### config.mk
export PLATFORM = sky130hd
export DESIGN_NAME = pc_ctrl
export DESIGN_NICKNAME = d
export VERILOG_FILES = /design/src/rtl/pc_ctrl_pkg.sv /design/src/rtl/pc_ctrl.sv
export SDC_FILE = /design/constraint.sdc
export NUM_CORES = 1
export LEC_CHECK = 0
export CAP_MARGIN = 0
export CORE_MARGIN = 8
export CORE_UTILIZATION = 35
export DETAILED_ROUTE_END_ITERATION = 8
export DONT_BUFFER_PORTS = 1
export GPL_TIMING_DRIVEN = 0
export SLEW_MARGIN = 20
export SYNTH_ARGS = -nofsm -noshare
export SYNTH_HDL_FRONTEND = slang
export SYNTH_SLANG_ARGS = --single-unit
### constraint.sdc
create_clock -name clk -period 2.22 [get_ports clk]
set_input_delay 0.222 -clock clk [delete_from_list [all_inputs] [get_ports clk]]
set_output_delay 0.222 -clock clk [all_outputs]
set_load 0.05 [all_outputs]
### src/rtl/pc_ctrl_pkg.sv
// Shared definitions for the fetch PC controller: word size, FSM encodings and
// the saturating redirect counter helper.
package pc_ctrl_pkg;

  localparam int WORD_SIZE = 16;

  typedef enum logic [1:0] {
    ST_RUN     = 2'd0,
    ST_JR_WAIT = 2'd1,
    ST_HALTED  = 2'd2
  } pc_state_e;

  localparam logic [15:0] REDIRECT_MAX = 16'hFFFF;

  function automatic logic [15:0] sat_inc16(input logic [15:0] value);
    return (value == REDIRECT_MAX) ? value : value + 16'd1;
  endfunction

endpackage

### src/rtl/pc_ctrl.sv
// Fetch PC controller: static not-taken prediction, ID-stage branch/jump
// redirects, EX-resolved register jumps with a timeout, and a sticky halt.
module pc_ctrl
  import pc_ctrl_pkg::*;
#(
  parameter int                     WORD_SIZE  = pc_ctrl_pkg::WORD_SIZE,
  parameter logic [WORD_SIZE-1:0]   RESET_PC   = '0,
  parameter int                     JR_TIMEOUT = 4
) (
  input  logic                 clk,
  input  logic                 reset_n,
  input  logic                 stall,
  input  logic                 halt,
  input  logic                 id_valid,
  input  logic                 id_is_branch,
  input  logic                 id_cond,
  input  logic                 id_is_jump,
  input  logic [WORD_SIZE-1:0] id_target,
  input  logic                 id_is_jreg,
  input  logic                 ex_jr_valid,
  input  logic [WORD_SIZE-1:0] ex_target,
  output logic [WORD_SIZE-1:0] pc,
  output logic                 if_flush,
  output logic [1:0]           state,
  output logic [15:0]          redirect_cnt,
  output logic                 jr_err
);

  localparam int WW = (JR_TIMEOUT < 1) ? 1 : $clog2(JR_TIMEOUT + 1);
  localparam logic [WW-1:0] TIMEOUT_W = WW'(JR_TIMEOUT);

  logic [WORD_SIZE-1:0] pc_q, pc_d;
  logic [1:0]           state_q;
  pc_state_e            cur_state, state_d;
  logic [WW-1:0]        wait_q, wait_d;
  logic [15:0]          cnt_q, cnt_d;
  logic                 err_q, err_d;
  logic                 flush_c;
  logic                 id_taken;

  // Encoding 3 is unreachable but must behave as HALTED if it ever appears.
  always_comb begin
    if (state_q == 2'd3) cur_state = ST_HALTED;
    else                 cur_state = pc_state_e'(state_q);
  end

  assign id_taken = id_valid && ((id_is_branch && id_cond) || id_is_jump);

  // NOTE: every output of this block gets a default first so no path can
  // leave one unassigned and infer a latch.
  always_comb begin
    pc_d    = pc_q;
    state_d = cur_state;
    wait_d  = wait_q;
    cnt_d   = cnt_q;
    err_d   = err_q;
    flush_c = 1'b0;
    case (cur_state)
      ST_RUN: begin
        if (halt && id_valid) begin
          flush_c = 1'b1;
          state_d = ST_HALTED;
        end else if (stall) begin
          // Load-use hold: freeze and leave the ID instruction in place.
        end else if (id_valid && id_is_jreg) begin
          flush_c = 1'b1;
          state_d = ST_JR_WAIT;
          wait_d  = '0;
        end else if (id_taken) begin
          flush_c = 1'b1;
          pc_d    = id_target;
          cnt_d   = sat_inc16(cnt_q);
        end else begin
          pc_d = pc_q + WORD_SIZE'(1);
        end
      end
      ST_JR_WAIT: begin
        flush_c = 1'b1;
        if (ex_jr_valid) begin
          pc_d    = ex_target;
          cnt_d   = sat_inc16(cnt_q);
          state_d = ST_RUN;
        end else if (wait_q == TIMEOUT_W) begin
          err_d = 1'b1;
        end else begin
          wait_d = wait_q + WW'(1);
        end
      end
      default: begin
        flush_c = 1'b1;
      end
    endcase
  end

  // NOTE: sequential state uses non-blocking assignments so every register
  // samples the pre-edge values regardless of statement order.
  always_ff @(posedge clk or negedge reset_n) begin
    if (!reset_n) begin
      pc_q    <= RESET_PC;
      state_q <= ST_RUN;
      wait_q  <= '0;
      cnt_q   <= '0;
      err_q   <= 1'b0;
    end else begin
      pc_q    <= pc_d;
      state_q <= state_d;
      wait_q  <= wait_d;
      cnt_q   <= cnt_d;
      err_q   <= err_d;
    end
  end

  // The flush is combinational, so gate it with reset to keep it low while
  // reset is held even if the ID inputs request a redirect.
  assign if_flush     = flush_c & reset_n;
  assign pc           = pc_q;
  assign state        = state_q;
  assign redirect_cnt = cnt_q;
  assign jr_err       = err_q;

endmodule

==> impl_metrics.toml, run 1 <==
[yosys]
synth-xor-area-share = 0.0985
yosys.cell_count.top_type = "dfrtp_1"
yosys_warnings = 0
synthFlopType = "dfrtp_1"
synth_edf_count = 0
synth_nets = 304
synth_top_area_cell = "dfrtp_1"
yosys-top-cells-area = "dfrtp_1, xnor2_1, a21oi_1, nand3_1, nor2_1"
synthAdderAreaFrac = 0.0216
seq_area_frac_synth = 0.411
synth_top_family_by_area = "simple AND/OR/NAND/NOR gates"
syn_area_um2 = 2310
syn_inst = 258
ys_types = 45
synth_top_area_share = 0.411
synth_seq_cells = 38
synth_commonest_cells = "dfrtp_1, nor2_1, nand2_1"
avgSynthCellArea_um2 = 8.96
async_flop_share = 1.00
yosys-mux-area-fraction = 0.0179
synth_compound_area_frac = 0.203
yosys.area_share.simple = 0.207

[worst_setup_path]
worst-path-buf-inv = 1
cp_data_required_time_ps = 2400
crit_chain = "nand4_1 > nor3_1 > a221oi_4 > buf_6 > mux2_1"
path_class = "reg2reg"
critical_path.top_delay_family = "flip-flops"
cp_max_fo = 10
cpPeakStageDelay_ps = 730
worst_ep_arrival_time_ps = 2250
critical_path.slowest_cell = "dfrtp_1"
cp-start-kind = "register"
reg2reg_setup_slack_ps = 150
endpoint_kind = "register"

[global_route]
antenna_found_initial = 0
grt_pass1_wl_um = 11500
grt_start_max_net_pins = 39
overflow = 0
first_global_vias = 2107
track_usage = 0.148

[power]
pwr-share-seq = 0.545
combinationalPowerShare = 0.061
p_sw_uw = 330
vdd_drop_max_mv = 0.222
p_leak_uw = 0.00104
clkPwrFrac = 0.393
p_sw_frac = 0.260
p_per_area_nw_per_um2 = 493
intPower_uw = 941

[route]
drtAntennaViolNets = 0
vias_per_cell = 5.73
firstDrtPassIters = 4
drt-initial-drc-count = 95
wl_per_cell_um = 19.8
met3RoutedLength_um = 714
wl_met1_um = 2910
drcViolationCount = 0
wl_met2_um = 3180
drt-total-wl_um = 6860
vias = 1982
top_layer = "met4"

[finish]
drive_gt1_frac = 0.141
n_fill_cell = 663
instances_no_fill = 346
num_antenna_cells = 0
area_growth_pct = 11.6
nets = 314

[cts]
clk_pin_slew_ps = 90
cts_num_sinks = 38
cts_root_buffer = "clkbuf_8"
numCtsBuffers = 5
clock_tree.buffer_depth = 2
h-tree-depth = 2
clock_latency_ps = 300
cts_tree = "yes"

[placed_design]
hpwl_um = 5080
gp_congestion = 0.820
port_buffers = 0
dp.cells = 335

[sta]
fin_crit_sh = 0.932
fin_worst_skew_ps = 8.71
drv_slew = 0
setup_viol = 0
rsz0062_at_grt = "no"
tightest_slew_ps = 645
clock.fmax_mhz = 484
tns_ps = 0
finalHoldViolations = 0
period_needed_ps = 2070
slew_headroom = 0.570

[floorplan]
core_um2 = 6390
rows = 29
dieArea_um2 = 9460
start_util = 0.362
die_h_um = 97.3
die_w_um = 97.3
io_pins = 78

[hold_path]
holdCritPathClass = "in2reg"

[flow_run]
cap_viol_max_count = 0

[outcome]
outcome = "finished, final reports clean"
-- worst reg2reg max path, cell delays in order (launching register included) --
cell and delay, ps:
dfrtp_1 730, nand4_1 230, nor3_1 380, a221oi_4 130, buf_6 180, mux2_1 300
-- what timing repair did --
item / in CTS / in global routing
endpoints found under the hold margin: 38 / 0
buffers inserted: 0 / 1
pin swaps: 0 / 1
hold buffers: 2 / 0
cloned: 0 / 0
endpoints found under the setup margin: 22 / 20
resized for setup: 4 / 18
-- routing by layer --
layer	GRT usage	vias to the layer above
met5	0	-
met4	0.0396	0
met3	0.0704	9
met2	0.232	71
met1	0.177	957
li1	-	945
-- cells by family (layout without fill, tap and decap cells) --
logic type	count (synthesis)	count (layout)
buffers and inverters	22	33
AND/OR/NAND/NOR	98	98
adder cells (fa/ha/maj)	4	4
XOR/XNOR	26	26
AO/OA/AOI/OAI	66	66
multiplexers	4	4
flip-flops	38	38
-- through the flow --
| step | hold slack [ps] | util | area (um^2) | setup WS, ps | total power (uW) |
|---|---|---|---|---|---|
| final | 6.01 | 0.404 | 2580 | 152 | 1270 |
| after global routing | 1.78 | 0.404 | 2580 | 4.96 | 1330 |
| after CTS | 1.36 | 0.399 | 2550 | 14.9 | 1290 |
| after detailed placement | -71.6 | 0.378 | 2410 | -98.8 | 765 |
| after global placement | -71.4 | 0.377 | 2410 | -81.5 | 763 |
| after floorplan | -73.6 | - | 2310 | 117 | 752 |
-- layout by cell type, fill, tap and decap left out, types with 2 or more instances in the layout --
cell type	synthesis	layout
nor2b_1	3	3
dfrtp_1	38	23
o21ai_0	13	13
xnor2_1	20	20
xor2_1	6	6
clkbuf_8	0	5
nor3_1	7	7
a21o_1	2	2
nand2b_1	4	4
o211ai_1	3	3
nand3_1	20	20
and3_1	4	4
mux2i_1	3	3
clkbuf_1	7	5
nor2_1	23	23
nor4_1	2	2
buf_6	0	2
clkbuf_2	0	2
or3_1	2	2
buf_2	3	3
a21oi_1	20	20
a31oi_1	4	3
nand2_1	22	22
nand4_1	7	7
dfrtp_2	0	15
ha_1	4	4
a211o_1	5	5
inv_1	9	9
o21a_1	6	6
-- flip-flops by register name (all words and copies together), names as in the netlist --
| signal | count |
|---|---|
| wait_q | 3 |
| jr_err | 1 |
| state | 2 |
| pc | 16 |
| redirect_cnt | 16 |
-- path summary, 6_finish.rpt --
check | from | depth (start not counted) | end
worst max register to register | redirect_cnt[10]$_DFFE_PN0P_ | 5 | redirect_cnt[1]$_DFFE_PN0P_
worst min register to register | wait_q[0]$_DFFE_PN0P_ | 1 | wait_q[0]$_DFFE_PN0P_
worst min-delay path | ex_jr_valid | 1 | state[0]$_DFF_PN0_
min in group asynchronous | reset_n | 2 | pc[0]$_DFFE_PN0P_
worst max-delay path | redirect_cnt[10]$_DFFE_PN0P_ | 5 | redirect_cnt[1]$_DFFE_PN0P_
max in group asynchronous | reset_n | 2 | pc[2]$_DFFE_PN0P_
-- area by class of cell --
type	instances	area, um^2	share of cell area
repair buffers	3	37.5	0.0145
clock inverters	3	21.3	0.00824
multi-input cells	198	1280	0.497
well taps	77	96.3	0.0373
inverters	9	33.8	0.0131
clock buffers	5	68.8	0.0267
flip-flops and latches	38	970	0.376
plain buffers	13	70.1	0.0272
-- power by group through the flow --
stage	registers, uW	logic, uW	clock network (uW)
after detailed placement	708	57.2	0
final	693	77.8	500
after floorplan	707	44.3	0
after global placement	707	55.2	0
after global routing	694	88.8	546
after CTS	693	79.8	516
No activity file was read; power rests on OpenSTA's default activity.
==> run 2, diff against run 1 <==
MAX_ROUTING_LAYER = met4   (was not set)
==> impl_metrics.toml, run 2 (synthesized netlist as in run 1, its figures left out) <==
[sta]
drv_slew = 0
period_needed_ps = 2070
clock.fmax_mhz = 483
hold_slack_ps = 5.29
rsz0062_at_grt = "no"
slew_headroom = 0.576
fin_ws_ps = 150
tns_ps = 0
finalHoldViolations = 0
tightest_slew_ps = 636
fin_crit_sh = 0.932
setup_viol = 0
fin_worst_skew_ps = 12.1

[placed_design]
port_buffers = 0
hpwl_um = 5080
dpl_cell_area_um2 = 2410
gp_congestion = 0.833
post-place-ws_ps = -98.8

[finish]
mostFrequentLayoutCells = "nor2_1, dfrtp_1, nand2_1"
num_antenna_cells = 0
ff_latch_area_um2 = 970
area_growth_pct = 11.6
final_util = 0.404
drive_gt1_frac = 0.141
multi_input_area_um2 = 1280
stdcell_area_um2 = 2580
n_fill_cell = 663
nets = 314

[worst_setup_path]
critical_path.slowest_cell = "dfrtp_1"
cp_data_required_time_ps = 2400
cpPeakStageDelay_ps = 730
endpoint_kind = "register"
worst_ep_arrival_time_ps = 2250
critical_path.top_delay_family = "flip-flops"
path_class = "reg2reg"
cp-start-kind = "register"
cp_max_fo = 10
crit_chain = "nand4_1 > nor3_1 > a221oi_4 > buf_6 > mux2_1"
worst-path-buf-inv = 1

[power]
p_per_area_nw_per_um2 = 491
vdd_drop_max_mv = 0.223
p_leak_uw = 0.00104

[cts]
h-tree-depth = 2
cts_tree = "yes"
clock_tree.buffer_depth = 2
clk_pin_slew_ps = 90
cts_root_buffer = "clkbuf_8"
clock_latency_ps = 300
cts_num_sinks = 38
numCtsBuffers = 5

[floorplan]
rows = 29
io_pins = 78
start_util = 0.362
dieArea_um2 = 9460
core_um2 = 6390
die_w_um = 97.3
die_h_um = 97.3

[global_route]
first_global_vias = 2113
antenna_found_initial = 0
grt_pass1_wl_um = 11500
overflow = 0
grt_start_max_net_pins = 39
track_usage = 0.152

[hold_path]
holdCritPathClass = "in2reg"

[route]
drcViolationCount = 0
firstDrtPassIters = 4
vias = 1971
drtAntennaViolNets = 0
drt-total-wl_um = 6830
drt-initial-drc-count = 117
vias_per_cell = 5.70
wl_per_cell_um = 19.7

[flow_run]
cap_viol_max_count = 0

[outcome]
outcome = "finished, final reports clean"
run 2: cell counts in the layout (fill, tap and decap cells not counted):
No cell type changed its count.
run 2: layout make-up:
cell class	instances	share of cell area
Multi-Input combinational cell	198	0.497
Sequential cell	38	0.376
Tap cell	77	0.0373
Buffer	13	0.0272
Clock buffer	5	0.0267
Timing Repair Buffer	3	0.0145
Inverter	9	0.0131
Clock inverter	3	0.00824
run 2: worst paths after layout:
check | slack (ps) | endpoint | from | cells past startpoint
max in group asynchronous | 1580 | pc[2]$_DFFE_PN0P_ | reset_n | 2
max reg2reg | 150 | redirect_cnt[1]$_DFFE_PN0P_ | redirect_cnt[10]$_DFFE_PN0P_ | 5
min reg2reg | 520 | wait_q[0]$_DFFE_PN0P_ | wait_q[0]$_DFFE_PN0P_ | 1
min in group asynchronous | 420 | pc[15]$_DFFE_PN0P_ | reset_n | 2
min | 5 | state[0]$_DFF_PN0_ | ex_jr_valid | 1
max | 150 | redirect_cnt[1]$_DFFE_PN0P_ | redirect_cnt[10]$_DFFE_PN0P_ | 5
run 2: repair_timing:
item	4_1_cts	5_1_grt
resized for setup	4	18
pin swaps	0	1
endpoints found under the setup margin	22	20
hold buffers	2	0
buffers inserted	0	1
hold endpoints to repair	38	0
run 2: through the flow:
step / instances / power, uW
after detailed placement: 335 / 765
after CTS: 345 / 1290
after global routing: 346 / 1330
final: 346 / 1270
after floorplan: 258 / 752
after global placement: 335 / 763
run 2: per-layer routing:
layer	part of all wire	up-vias	global-route usage
met1	0.43	950	0.181
met3	0.096	9	0.0633
met4	0.0095	0	0.0396
li1	-	943	-
met5	0	-	-
met2	0.46	69	0.232
run 2: report_power, final:
| part | internal (uW) | switching [uW] |
|---|---|---|
| logic | 27.0 | 51.0 |
| clock network | 221 | 275 |
| registers | 693 | 0.797 |
| total | 941 | 327 |
==> edit (settings of run 1) <==
Change the package constant `WORD_SIZE` from 16 to 32.
--- a/src/rtl/pc_ctrl_pkg.sv
+++ b/src/rtl/pc_ctrl_pkg.sv
@@ -2,7 +2,7 @@
 // the saturating redirect counter helper.
 package pc_ctrl_pkg;
 
-  localparam int WORD_SIZE = 16;
+  localparam int WORD_SIZE = 32;
 
   typedef enum logic [1:0] {
     ST_RUN     = 2'd0,
Ports: changed (resized ex_target, id_target and pc); port bits go from 78 to 126. The function was not compared with the original's and may differ.
==> edit against run 1 <==
- design area up 52%
- sequential share of layout area down 1.7 points
- critical path depth is the same
- routed wire length grew 67%
- synthesized area increased by 48%
- clock power rose by 66%
- sequential cell count grew 16
- setup slack worse by 94 ps
- power increased to 2.7 times the old value
- die area is 39% higher
- critical path type unchanged
- largest cell class unchanged
- largest power group unchanged
==> edit: results (changes against run 1) <==
[routing]
met3WireLength_microns=1560  ; +120%
routed_via_density=5.85  ; +2.1%
dr.first_iter.drc_count=205  ; +120%
post_drt_wl_per_cell_microns=21.9  ; +10%
met2_length_microns=5360  ; +68%

[synth]
synth_area_leaders=dfrtp_1, xnor2_1, nand2_1
synthCells=372  ; +44%
synth_cell_types=65  ; +44%
synth_common_cells=dfrtp_1, nand2_1, nor2_1
syn_nets=450  ; +48%
ys_seq_area_frac=0.395  ; -0.0165

[outcome]
status=completed

[final_layout]
seqCellArea_sq_mm=0.00141  ; +46%
buffers=22  ; +6
inv_count=4  ; -5
clockBufferCount=6  ; +1
multi_input_area_sq_mm=0.00203  ; +59%
n_fill_cell=984  ; +48%
clkCellAreaFrac=0.0363  ; +0.00137
multi_input_gates=298  ; +51%
num-nets-final=463  ; +47%

[global_route]
antenna_found_initial=1  ; +1
use_met1=0.192  ; +0.0151
grt_max_degree=55  ; +41%
grt_pass1_vias=3074  ; +46%
grtUsageMet2=0.270  ; +0.0374
grt_pass1_wl_microns=17000  ; +48%
grt_use_met3=0.0767  ; +0.00627

[timing]
whs_ps=32.4  ; +26.4 ps
relSlewSlack=0.565  ; -0.00542

[power]
p_leak_nw=1.45  ; +40%
seqPwrFrac=0.628  ; +0.083
p_int_mw=1.93  ; +110%
totalPowerFinal_mw=3.47  ; +170%

[placement]
dp_cells=505  ; +51%
dpl.hpwl_microns=8610  ; +69%
place_area_sq_mm=0.00359  ; +49%
post-place-ws_ps=-269  ; -170 ps

[worst_setup_path]
arrival_ps=2370  ; +120 ps
r2r_end=pc[31]
slowest_stage=dfrtp_2
r2r_slack_ps=60  ; -90 ps

[floorplan]
die_w_microns=115  ; +18%

[cts]
path_clk_slew_ps=110  ; +20 ps
post_cts_buffers=3  ; +3

==> edit: worst max path at each step <==
| stage | startpoint | endpoint | slack, ps | cells past startpoint |
|---|---|---|---|---|
| floorplan | pc[0] | pc[30] | 110 | 6 |
| global placement | pc[0] | pc[30] | -230 | 6 |
| detailed placement | pc[0] | pc[30] | -270 | 6 |
| CTS | state[0] | pc[1] | 2 | 7 |
| global route | state[0] | pc[25] | -0.6 | 7 |
| finish | pc[13] | pc[31] | 60 | 5 |
==> edit: logic make-up after synthesis <==
logic type | share of synthesized area
adders and majority gates | 0.0146
muxes | 0.0150
and+or+nand+nor | 0.241
buffers and inverters | 0.0281
AOI/OAI and AO/OA | 0.217
DFF | 0.395
xor gates and xnor gates | 0.0895
==> edit: worst register-to-register path, delay by kind of cell, from the launching register on <==
kind / cells / cell delay [ps]
simple gates: 5 / 1460
flops: 1 / 600
